--- src/rtl/psum_pkg.sv ---
// Shared definitions for the partial-sum serializer and its accumulator partner.
package psum_pkg;

  localparam int PSUM_DATA_W = 16;
  localparam int PSUM_GROUP  = 3;

  // Emit-side state encoding, kept as plain constants so older tools accept it.
  typedef logic [0:0] emit_state_t;
  localparam emit_state_t ST_IDLE = 1'b0;
  localparam emit_state_t ST_EMIT = 1'b1;

  // Width of an element index; never narrower than one bit.
  function automatic int idx_width(input int group);
    return (group > 1) ? $clog2(group) : 1;
  endfunction

endpackage

--- src/rtl/psum_group_fifo.sv ---
// Group buffer: DEPTH slots of one whole group each, with head and next-head views.
module psum_group_fifo #(
  parameter int WIDTH = 48,
  parameter int DEPTH = 2
) (
  input  logic             clk,
  input  logic             rst,
  input  logic             push_i,
  input  logic             pop_i,
  input  logic [WIDTH-1:0] wr_data_i,
  output logic [WIDTH-1:0] head_o,
  output logic [WIDTH-1:0] head_next_o,
  output logic             full_o,
  output logic             empty_o,
  output logic             more_o
);

  localparam int PTR_W = (DEPTH > 1) ? $clog2(DEPTH) : 1;
  localparam int CNT_W = $clog2(DEPTH + 1);

  logic [WIDTH-1:0] mem_q [DEPTH];
  logic [PTR_W-1:0] wr_ptr_q, wr_ptr_d;
  logic [PTR_W-1:0] rd_ptr_q, rd_ptr_d;
  logic [PTR_W-1:0] rd_ptr_nxt;
  logic [CNT_W-1:0] count_q, count_d;

  // Pointer and occupancy bookkeeping; pointers wrap naturally since DEPTH is a power of two.
  always_comb begin
    wr_ptr_d = push_i ? wr_ptr_q + PTR_W'(1) : wr_ptr_q;
    rd_ptr_d = pop_i  ? rd_ptr_q + PTR_W'(1) : rd_ptr_q;
    case ({push_i, pop_i})
      2'b10:   count_d = count_q + CNT_W'(1);
      2'b01:   count_d = count_q - CNT_W'(1);
      default: count_d = count_q;
    endcase
  end

  // Slot storage carries no reset: stale contents are unreachable once count is cleared.
  always_ff @(posedge clk) begin
    if (push_i) begin
      mem_q[wr_ptr_q] <= wr_data_i;
    end
  end

  // Control state register with synchronous reset.
  always_ff @(posedge clk) begin
    if (rst) begin
      wr_ptr_q <= '0;
      rd_ptr_q <= '0;
      count_q  <= '0;
    end else begin
      wr_ptr_q <= wr_ptr_d;
      rd_ptr_q <= rd_ptr_d;
      count_q  <= count_d;
    end
  end

  // Next head is needed when the current head pops and emission continues without a bubble.
  assign rd_ptr_nxt  = rd_ptr_q + PTR_W'(1);
  assign head_o      = mem_q[rd_ptr_q];
  assign head_next_o = mem_q[rd_ptr_nxt];
  assign full_o      = (count_q == CNT_W'(DEPTH));
  assign empty_o     = (count_q == '0);
  assign more_o      = (count_q > CNT_W'(1));

endmodule

--- src/rtl/psum_serializer.sv ---
// Buffers parallel partial-sum groups and replays them one word per cycle to the accumulator.
module psum_serializer
  import psum_pkg::*;
#(
  parameter int DATA_W = PSUM_DATA_W,
  parameter int GROUP  = PSUM_GROUP,
  parameter int DEPTH  = 2
) (
  input  logic                          clk,
  input  logic                          rst,
  input  logic                          in_valid,
  output logic                          in_ready,
  input  logic [GROUP*DATA_W-1:0]       in_psum_vec,
  output logic [DATA_W-1:0]             psum_out,
  output logic                          psum_en,
  output logic                          psum_last,
  output logic [idx_width(GROUP)-1:0]   psum_idx,
  output logic [15:0]                   groups_sent
);

  localparam int                IDX_W    = idx_width(GROUP);
  localparam logic [IDX_W-1:0]  LAST_IDX = IDX_W'(GROUP - 1);

  emit_state_t              state_q, state_d;
  logic [IDX_W-1:0]         idx_q, idx_d;
  logic [DATA_W-1:0]        out_q, out_d;
  logic                     en_q, en_d;
  logic                     last_q, last_d;
  logic [15:0]              gs_q, gs_d;

  logic                     push_w, pop_w;
  logic [GROUP*DATA_W-1:0]  head_w, head_next_w, grp_w;
  logic                     full_w, empty_w, more_w;
  logic [DATA_W-1:0]        elem_w [GROUP];

  psum_group_fifo #(
    .WIDTH (GROUP * DATA_W),
    .DEPTH (DEPTH)
  ) u_fifo (
    .clk         (clk),
    .rst         (rst),
    .push_i      (push_w),
    .pop_i       (pop_w),
    .wr_data_i   (in_psum_vec),
    .head_o      (head_w),
    .head_next_o (head_next_w),
    .full_o      (full_w),
    .empty_o     (empty_w),
    .more_o      (more_w)
  );

  // Readiness depends only on registered occupancy, never on a same-cycle pop.
  assign in_ready = !rst && !full_w;
  assign push_w   = in_valid && in_ready;
  assign pop_w    = (state_q == ST_EMIT) && (idx_q == LAST_IDX);

  // When the head pops and emission continues, the next word comes from the following slot.
  assign grp_w = pop_w ? head_next_w : head_w;

  generate
    for (genvar gi = 0; gi < GROUP; gi++) begin : g_elem
      assign elem_w[gi] = grp_w[gi*DATA_W +: DATA_W];
    end
  endgenerate

  // Emit FSM: leave IDLE when the buffer holds a group, chain groups while more remain.
  always_comb begin
    state_d = state_q;
    idx_d   = idx_q;
    gs_d    = gs_q;
    case (state_q)
      ST_IDLE: begin
        idx_d = '0;
        if (!empty_w) begin
          state_d = ST_EMIT;
        end
      end
      default: begin
        if (pop_w) begin
          gs_d  = gs_q + 16'd1;
          idx_d = '0;
          if (!more_w) begin
            state_d = ST_IDLE;
          end
        end else begin
          idx_d = idx_q + IDX_W'(1);
        end
      end
    endcase
  end

  // Output register inputs follow the next state so every port is driven from a flop.
  always_comb begin
    en_d   = (state_d == ST_EMIT);
    last_d = en_d && (idx_d == LAST_IDX);
    out_d  = '0;
    if (en_d) begin
      for (int k = 0; k < GROUP; k++) begin
        if (idx_d == IDX_W'(k)) begin
          out_d = elem_w[k];
        end
      end
    end
  end

  // State and output registers; reset abandons any partially sent group.
  always_ff @(posedge clk) begin
    if (rst) begin
      state_q <= ST_IDLE;
      idx_q   <= '0;
      out_q   <= '0;
      en_q    <= 1'b0;
      last_q  <= 1'b0;
      gs_q    <= '0;
    end else begin
      state_q <= state_d;
      idx_q   <= idx_d;
      out_q   <= out_d;
      en_q    <= en_d;
      last_q  <= last_d;
      gs_q    <= gs_d;
    end
  end

  assign psum_out    = out_q;
  assign psum_en     = en_q;
  assign psum_last   = last_q;
  assign psum_idx    = idx_q;
  assign groups_sent = gs_q;

endmodule

--- config.mk ---
export PLATFORM = sky130hd
export DESIGN_NAME = psum_serializer
export DESIGN_NICKNAME = d
export VERILOG_FILES = /design/src/rtl/psum_pkg.sv /design/src/rtl/psum_group_fifo.sv /design/src/rtl/psum_serializer.sv
export SDC_FILE = /design/constraint.sdc
export NUM_CORES = 1
export LEC_CHECK = 0
export CAP_MARGIN = 40
export CELL_PAD_IN_SITES_DETAIL_PLACEMENT = 0
export CELL_PAD_IN_SITES_GLOBAL_PLACEMENT = 1
export CORE_MARGIN = 3
export CORE_UTILIZATION = 44
export CTS_CLUSTER_SIZE = 8
export DETAILED_ROUTE_END_ITERATION = 16
export HOLD_SLACK_MARGIN = 0.15
export PLACE_DENSITY = 0.9
export SYNTH_ARGS = -nofsm -noshare
export SYNTH_HDL_FRONTEND = slang
export SYNTH_SLANG_ARGS = --single-unit
--- constraint.sdc ---
create_clock -name clk -period 4.3 [get_ports clk]
set_input_delay 0.43 -clock clk [delete_from_list [all_inputs] [get_ports clk]]
set_output_delay 0.43 -clock clk [all_outputs]
set_load 0.02 [all_outputs]
==> flow_metrics.py, run 1 <==
metrics = {
    "status": {
        "run_status": "completed",
    },
    "die": {
        "die_height_um": 116.4,
        "placementRows": 39,
        "full_die_area_mm2": 0.01356,
        "chipWidth_um": 116.4,
        "core_mm2": 0.01166,
        "initial_core_util_pct": 46.01,
        "design.portCount": 88,
    },
    "logic_synthesis": {
        "synth_area_mm2": 0.005366,
        "yosys.area_share.adder_pct": 1.166,
        "yosys.area.top_type_share_pct": 53.72,
        "post_synth_mux_area_share_pct": 12.31,
        "ys_ff_latch": 137,
        "synth_top_family_by_area": "multiplexers",
        "synth-compound-area-share_pct": 6.622,
        "synth_edf_count": 96,
        "post_synthesis_cells": 365,
        "synthesis.nets": 421,
        "synthSimpleGateAreaFrac_pct": 7.018,
        "synthFlopType": "sky130_fd_sc_hd__edfxtp_1",
        "synth.yosys.seq_area_share_pct": 69.01,
        "synth_area_leader_cell": "sky130_fd_sc_hd__edfxtp_1",
        "unique_cell_type_count_in_the_yosys_netlist": 33,
        "syn_area_per_cell_um2": 14.70,
        "synth-warning-count": 0,
        "synthArstFlopShare_pct": 0,
        "cells_taking_the_most_area_after_synthesis": "sky130_fd_sc_hd__edfxtp_1 (54%), sky130_fd_sc_hd__dfxtp_1 (15%), sky130_fd_sc_hd__mux2i_1 (9.0%), sky130_fd_sc_hd__mux2_2 (3.4%), sky130_fd_sc_hd__a32o_1 (3.0%)",
        "synth-xor-area-share_pct": 2.285,
    },
    "detailed_routing": {
        "detail-route-antenna-nets": 0,
        "route.detailed.drc": 0,
        "drt-total-wl_mm": 11.05,
        "drt_pass1_iterations": 4,
        "first_iter_violations": 224,
        "route.top_layer_used": "met4",
        "wirelength_met1_mm": 4.737,
        "route.vias.total": 3295,
        "wl_per_cell_um": 17.91,
        "wl_met2_mm": 5.483,
        "detailroute.wirelength.met3_um": 637,
        "route.detailed.vias_per_inst": 5.340,
    },
    "sta": {
        "worst_slew_pin_slew_ps": 807.4,
        "achievable-frequency_ghz": 0.4174,
        "worst_clk_skew_ps": 5.945,
        "final_layout_setup_total_negative_slack_ps": 0,
        "timing.final.hold_violations": 0,
        "final-max-slew-violation-count": 0,
        "setup_repair_after_global_routing_missed_its_margin": "no",
        "period_minus_slack_ps": 2396,
        "fin_crit_sh_pct": 55.72,
        "maxSlewHeadroom_pct": 46.17,
        "setup_viol_count_final": 0,
    },
    "pwr": {
        "seq_power_share_pct": 47.1,
        "sw_frac_of_total_pct": 20.69,
        "internal_power_uw": 2527,
        "totalPowerFinal_uw": 3187,
        "share_clk_of_total_power_pct": 44.7,
        "p_per_area_mw_per_mm2": 451.6,
        "static-leakage-power_uw": 0.002305,
        "power.combinational.fraction_pct": 8.2,
        "netSwitchingPower_uw": 659.4,
        "ir_worst_vdd_uv": 261.0,
    },
    "grt": {
        "first_pass_grt_wire_length_mm": 17.49,
        "grt_start_max_net_pins": 32,
        "globalRouteTotalUtil_pct": 17.35,
        "number_of_antenna_violations_at_the_first_check_in_global_routing": 0,
        "overflow": 0,
        "first_global_vias": 3372,
    },
    "placement": {
        "place_hpwl_mm": 7.336,
        "buffer_ports.inserted": 87,
        "place_congestion": 0.7402,
    },
    "worst_setup_path": {
        "reg2reg_setup_slack_ps": 1900,
        "cp_max_fo": 18,
        "timing.critical_path.to_type": "register",
        "worst_ep_required_time_ps": 4590,
        "worstPathCellList": "nand3b_1 -> clkinv_1 -> ha_1 -> xor2_1 -> nor2_1",
        "r2r_cells": 5,
        "setup.worst_path.class": "reg2reg",
        "cpPeakStageDelay_ps": 660,
        "crit_path_slowest_cell": "sky130_fd_sc_hd__clkinv_1",
        "kind_of_launch_point_of_the_worst_setup_path": "register",
        "critical_path_arrival_ps": 2690,
    },
    "clock_network": {
        "clock_insertion_delay_worst_skew_ps": 420,
        "clk_path_buf_depth": 2,
        "cts_resized": 0,
        "cts_num_sinks": 137,
        "post-cts-setup-buffers": 0,
        "clk_transition_reported_paths_ps": 50,
        "cts-buffers-inserted": 17,
        "ctsHoldBuffers": 0,
        "ctsHtreeMaxLevel": 4,
        "clock-root-buffer": "sky130_fd_sc_hd__clkbuf_16",
        "tritoncts": "done",
    },
    "final_layout": {
        "most-common-layout-cells": "sky130_fd_sc_hd__edfxtp_1 (96), sky130_fd_sc_hd__clkdlybuf4s50_1 (87), sky130_fd_sc_hd__mux2i_1 (48)",
        "syn2layout_area_growth_pct": 31.50,
        "antenna_cells": 0,
        "final_layout_size_suffix_gt1_share_pct": 12.87,
        "layout.cells.most_common": "sky130_fd_sc_hd__edfxtp_1",
        "final_nets": 518,
    },
    "worst_hold_path": {
        "worst_hold_path_type": "reg2reg",
        "worst_hold_path.num_cells": 2,
    },
    "run": {
        "maxCapViolations": 0,
    },
}
stage by stage:
step,hold slack (ps),setup WS [ps],cells,instance area (µm²),util (%)
after CTS,490.4,1912,617,7057,60.51
after global placement,472.2,1663,583,6406,54.93
final,486.7,1904,617,7057,60.51
after global routing,536.9,1743,617,7057,60.51
after floorplan,492.4,672.7,365,5366,-
after detailed placement,482.5,1836,586,6465,55.43
synth_stat cells (all sizes together), types with 5 or more instances:
cell	instances
edfxtp	96
mux2i	48
dfxtp	41
nand2	26
nor2	19
a22oi	16
a32o	16
mux2	16
clkbuf	12
xor2	10
a21oi	7
buf	6
nor3	6
ha	5
o21ai	5
or3	5
area by class of cell:
| cell class | count | area (µm²) |
|---|---|---|
| Clock buffer | 24 | 501.7 |
| Clock inverter | 7 | 90.09 |
| Fill cell | 881 | 4606 |
| Inverter | 3 | 11.26 |
| Multi-Input combinational cell | 207 | 1595 |
| Sequential cell | 137 | 3705 |
| Tap cell | 143 | 178.9 |
| Timing Repair Buffer | 96 | 974.7 |
power by group through the flow:
| stage | clock [µW] | combinational, µW | sequential, µW |
|---|---|---|---|
| global placement | 0 | 252 | 1520 |
| CTS | 1450 | 266 | 1500 |
| floorplan | 0 | 101 | 1550 |
| finish | 1420 | 263 | 1500 |
| global route | 1510 | 282 | 1500 |
| detailed placement | 0 | 264 | 1530 |
path summary, 6_finish.rpt:
kind,start,to
max,psum_idx[0],u_fifo.count_q[0]
min,groups_sent[15],groups_sent[15]
min reg2reg,groups_sent[15],groups_sent[15]
max reg2reg,psum_idx[0],u_fifo.count_q[0]
layer usage:
layer  vias to the layer above  track usage [%]
met5                         -                0
met4                         0            6.961
met3                        18            6.114
met2                        93            27.69
met1                      1599            21.70
li1                       1585                -
critical path: cells and delay by family, from the launching register on:
| family | cells | cell delay, ps |
|---|---|---|
| xor+xnor | 1 | 160 |
| fa+ha+maj | 1 | 590 |
| buf+inv | 1 | 660 |
| flops | 1 | 410 |
| simple gates | 2 | 450 |
registers in the layout, indices dropped and copies added (netlist names), named ones only:
signal / flops
psum_idx: 2
u_fifo.wr_ptr_q: 1
u_fifo.mem_q: 96
u_fifo.rd_ptr_q: 1
psum_last: 1
groups_sent: 16
psum_out: 16
u_fifo.count_q: 2
psum_en: 1
cell families (layout without fill, tap and decap cells):
| group | after synthesis | in the layout |
|---|---|---|
| AO/OA/AOI/OAI | 46 | 46 |
| adder cells (fa/ha/maj) | 5 | 5 |
| AND/OR/NAND/NOR | 78 | 78 |
| flip-flops | 137 | 137 |
| multiplexers | 64 | 64 |
| buffers and inverters | 21 | 130 |
| XOR/XNOR | 14 | 14 |
Power figures use the tool's default switching activity.
==> run 2, diff against run 1 <==
--- a/config.mk
+++ b/config.mk
@@ -9,11 +9,11 @@
 export CELL_PAD_IN_SITES_DETAIL_PLACEMENT = 0
 export CELL_PAD_IN_SITES_GLOBAL_PLACEMENT = 1
 export CORE_MARGIN = 3
-export CORE_UTILIZATION = 44
+export CORE_UTILIZATION = 39
 export CTS_CLUSTER_SIZE = 8
 export DETAILED_ROUTE_END_ITERATION = 16
 export HOLD_SLACK_MARGIN = 0.15
-export PLACE_DENSITY = 0.9
+export PLACE_DENSITY = 0.85
 export SYNTH_ARGS = -nofsm -noshare
 export SYNTH_HDL_FRONTEND = slang
 export SYNTH_SLANG_ARGS = --single-unit
==> constraint.sdc (replaced) <==
create_clock -name clk -period 2.1 [get_ports clk]
set_input_delay 0.21 -clock clk [delete_from_list [all_inputs] [get_ports clk]]
set_output_delay 0.21 -clock clk [all_outputs]
set_load 0.02 [all_outputs]
==> flow_metrics.py, run 2 (synthesis results as in run 1) <==
metrics = {
    "run": {
        "maxCapViolations": 0,
    },
    "grt": {
        "met1_usage_in_global_routing_pct": 19.56,
        "globalRouteTotalUtil_pct": 15.52,
        "global_route.peak_usage_layer": "met2",
        "globalRouteMet3Util_pct": 4.986,
        "overflow": 0,
        "grt_start_max_net_pins": 43,
        "number_of_antenna_violations_at_the_first_check_in_global_routing": 0,
        "first_global_vias": 3416,
        "use_met2_pct": 24.91,
        "first_pass_grt_wire_length_mm": 17.55,
    },
    "final_layout": {
        "layout.cells.most_common": "sky130_fd_sc_hd__edfxtp_1",
        "top_register": "u_fifo.mem_q",
        "most-common-layout-cells": "sky130_fd_sc_hd__edfxtp_1 (96), sky130_fd_sc_hd__clkdlybuf4s50_1 (86), sky130_fd_sc_hd__mux2i_1 (48)",
        "instances_no_fill": 657,
        "antenna_cells": 0,
        "largest_reg_flops": 96,
        "finalInstanceArea_mm2": 0.007242,
        "syn2layout_area_growth_pct": 34.95,
        "final_layout_size_suffix_gt1_share_pct": 14.76,
        "final_nets": 524,
        "sequential_cell_area_mm2": 0.003705,
        "multiInputGateArea_mm2": 0.001613,
        "fillers": 1126,
    },
    "die": {
        "die_height_um": 123.3,
        "initial_core_util_pct": 40.20,
        "core_mm2": 0.01335,
        "chipWidth_um": 123.3,
        "placementRows": 42,
        "full_die_area_mm2": 0.01520,
        "design.portCount": 88,
    },
    "clock_network": {
        "clk_transition_reported_paths_ps": 60,
        "cts-buffers-inserted": 17,
        "clock_insertion_delay_worst_skew_ps": 420,
        "clk_path_buf_depth": 2,
        "post-cts-setup-buffers": 0,
        "ctsHtreeMaxLevel": 4,
        "cts_num_sinks": 137,
        "tritoncts": "done",
        "clock-root-buffer": "sky130_fd_sc_hd__clkbuf_16",
    },
    "sta": {
        "timing.final.hold_violations": 0,
        "setup_repair_after_global_routing_missed_its_margin": "no",
        "worst_slew_pin_slew_ps": 530.3,
        "worst_slack_ps": 293.5,
        "maxSlewHeadroom_pct": 64.57,
        "fin_crit_sh_pct": 86.02,
        "setup_viol_count_final": 0,
        "final_layout_setup_total_negative_slack_ps": 0,
        "period_minus_slack_ps": 1807,
        "worst_clk_skew_ps": 7.500,
        "final-max-slew-violation-count": 0,
        "achievable-frequency_ghz": 0.5536,
    },
    "worst_setup_path": {
        "critical_path_arrival_ps": 2150,
        "kind_of_launch_point_of_the_worst_setup_path": "register",
        "setup.worst_path.class": "reg2reg",
        "worst_ep_required_time_ps": 2450,
        "cp_max_fo": 9,
        "timing.critical_path.to_type": "register",
    },
    "placement": {
        "place_hpwl_mm": 7.433,
        "worst_setup_slack_after_placement_ps": 136.5,
        "buffer_ports.inserted": 87,
        "place_area_mm2": 0.006575,
        "cell_count_after_placement": 625,
        "place_congestion": 0.7338,
    },
    "detailed_routing": {
        "route.detailed.drc": 0,
        "detail-route-antenna-nets": 0,
        "route.vias.total": 3360,
        "drt-total-wl_mm": 11.24,
        "drt_pass1_iterations": 4,
        "route.detailed.vias_per_inst": 5.114,
        "first_iter_violations": 175,
        "wl_per_cell_um": 17.11,
    },
    "worst_hold_path": {
        "worst_hold_path_type": "in2reg",
    },
    "pwr": {
        "ir_worst_vdd_uv": 495.2,
        "static-leakage-power_uw": 0.002376,
        "p_per_area_mw_per_mm2": 950.7,
    },
    "status": {
        "run_status": "completed",
    },
}
-- run 2: cell type report --
cell class / instances / area share (%)
clock buffer: 21 / 6.496
inverter: 3 / 0.1555
multi-input combinational: 207 / 22.27
tap: 176 / 3.041
sequential: 137 / 51.16
timing repair buffer: 102 / 14.25
clock inverter: 11 / 2.626
-- run 2: worst max-delay path: stages, from the launching register on --
cell and delay (ps):
sky130_fd_sc_hd__dfxtp_1 490, sky130_fd_sc_hd__nand3b_1 150, sky130_fd_sc_hd__or4_4 590, sky130_fd_sc_hd__or3_1 360
sky130_fd_sc_hd__a21oi_1 140
-- run 2: timing repair --
| item | CTS | global route |
|---|---|---|
| hold buffers | 0 | 0 |
| pin swaps | 0 | 0 |
| resized for setup | 1 | 1 |
| endpoints found under the setup margin | 1 | 15 |
| hold endpoints to repair | 0 | 0 |
-- run 2: path summary, 6_finish.rpt --
path                                 startpoint                   to  slack, ps  cells past startpoint
worst min-delay path            in_psum_vec[34]  u_fifo.mem_q[1][34]        380                      1
worst min register to register  groups_sent[15]      groups_sent[15]        500                      2
worst max register to register      psum_idx[1]      groups_sent[15]        290                      4
worst max-delay path                psum_idx[1]      groups_sent[15]        290                      4
-- run 2: report_power, final --
part           internal, µW  switching [µW]  leakage [µW]
clock                  2200            1070      0.000323
sequential             3020            53.2       0.00121
combinational           272             274      0.000839
-- run 2: routing by layer --
| metal | vias to the layer above | wire [µm] |
|---|---|---|
| li1 | 1601 | - |
| met1 | 1636 | 4943 |
| met2 | 105 | 5459 |
| met3 | 18 | 654 |
| met4 | 0 | 187 |
| met5 | - | 0 |
-- run 2: stage by stage --
| step | total power, µW | util, % | hold slack [ps] |
|---|---|---|---|
| detailed placement | 3676 | 49.26 | 495.9 |
| global route | 7124 | 54.26 | 363.7 |
| finish | 6885 | 54.26 | 376.0 |
| global placement | 3662 | 49.26 | 473.8 |
| CTS | 6949 | 54.20 | 359.1 |
| floorplan | 3375 | - | 308.9 |
==> run 3, diff against run 2 <==
--- a/config.mk
+++ b/config.mk
@@ -12,7 +12,6 @@
 export CORE_UTILIZATION = 39
 export CTS_CLUSTER_SIZE = 8
 export DETAILED_ROUTE_END_ITERATION = 16
-export HOLD_SLACK_MARGIN = 0.15
 export PLACE_DENSITY = 0.85
 export SYNTH_ARGS = -nofsm -noshare
 export SYNTH_HDL_FRONTEND = slang
==> results of run 3 <==
Final layout, timing and power as in run 2 (identical DEF).
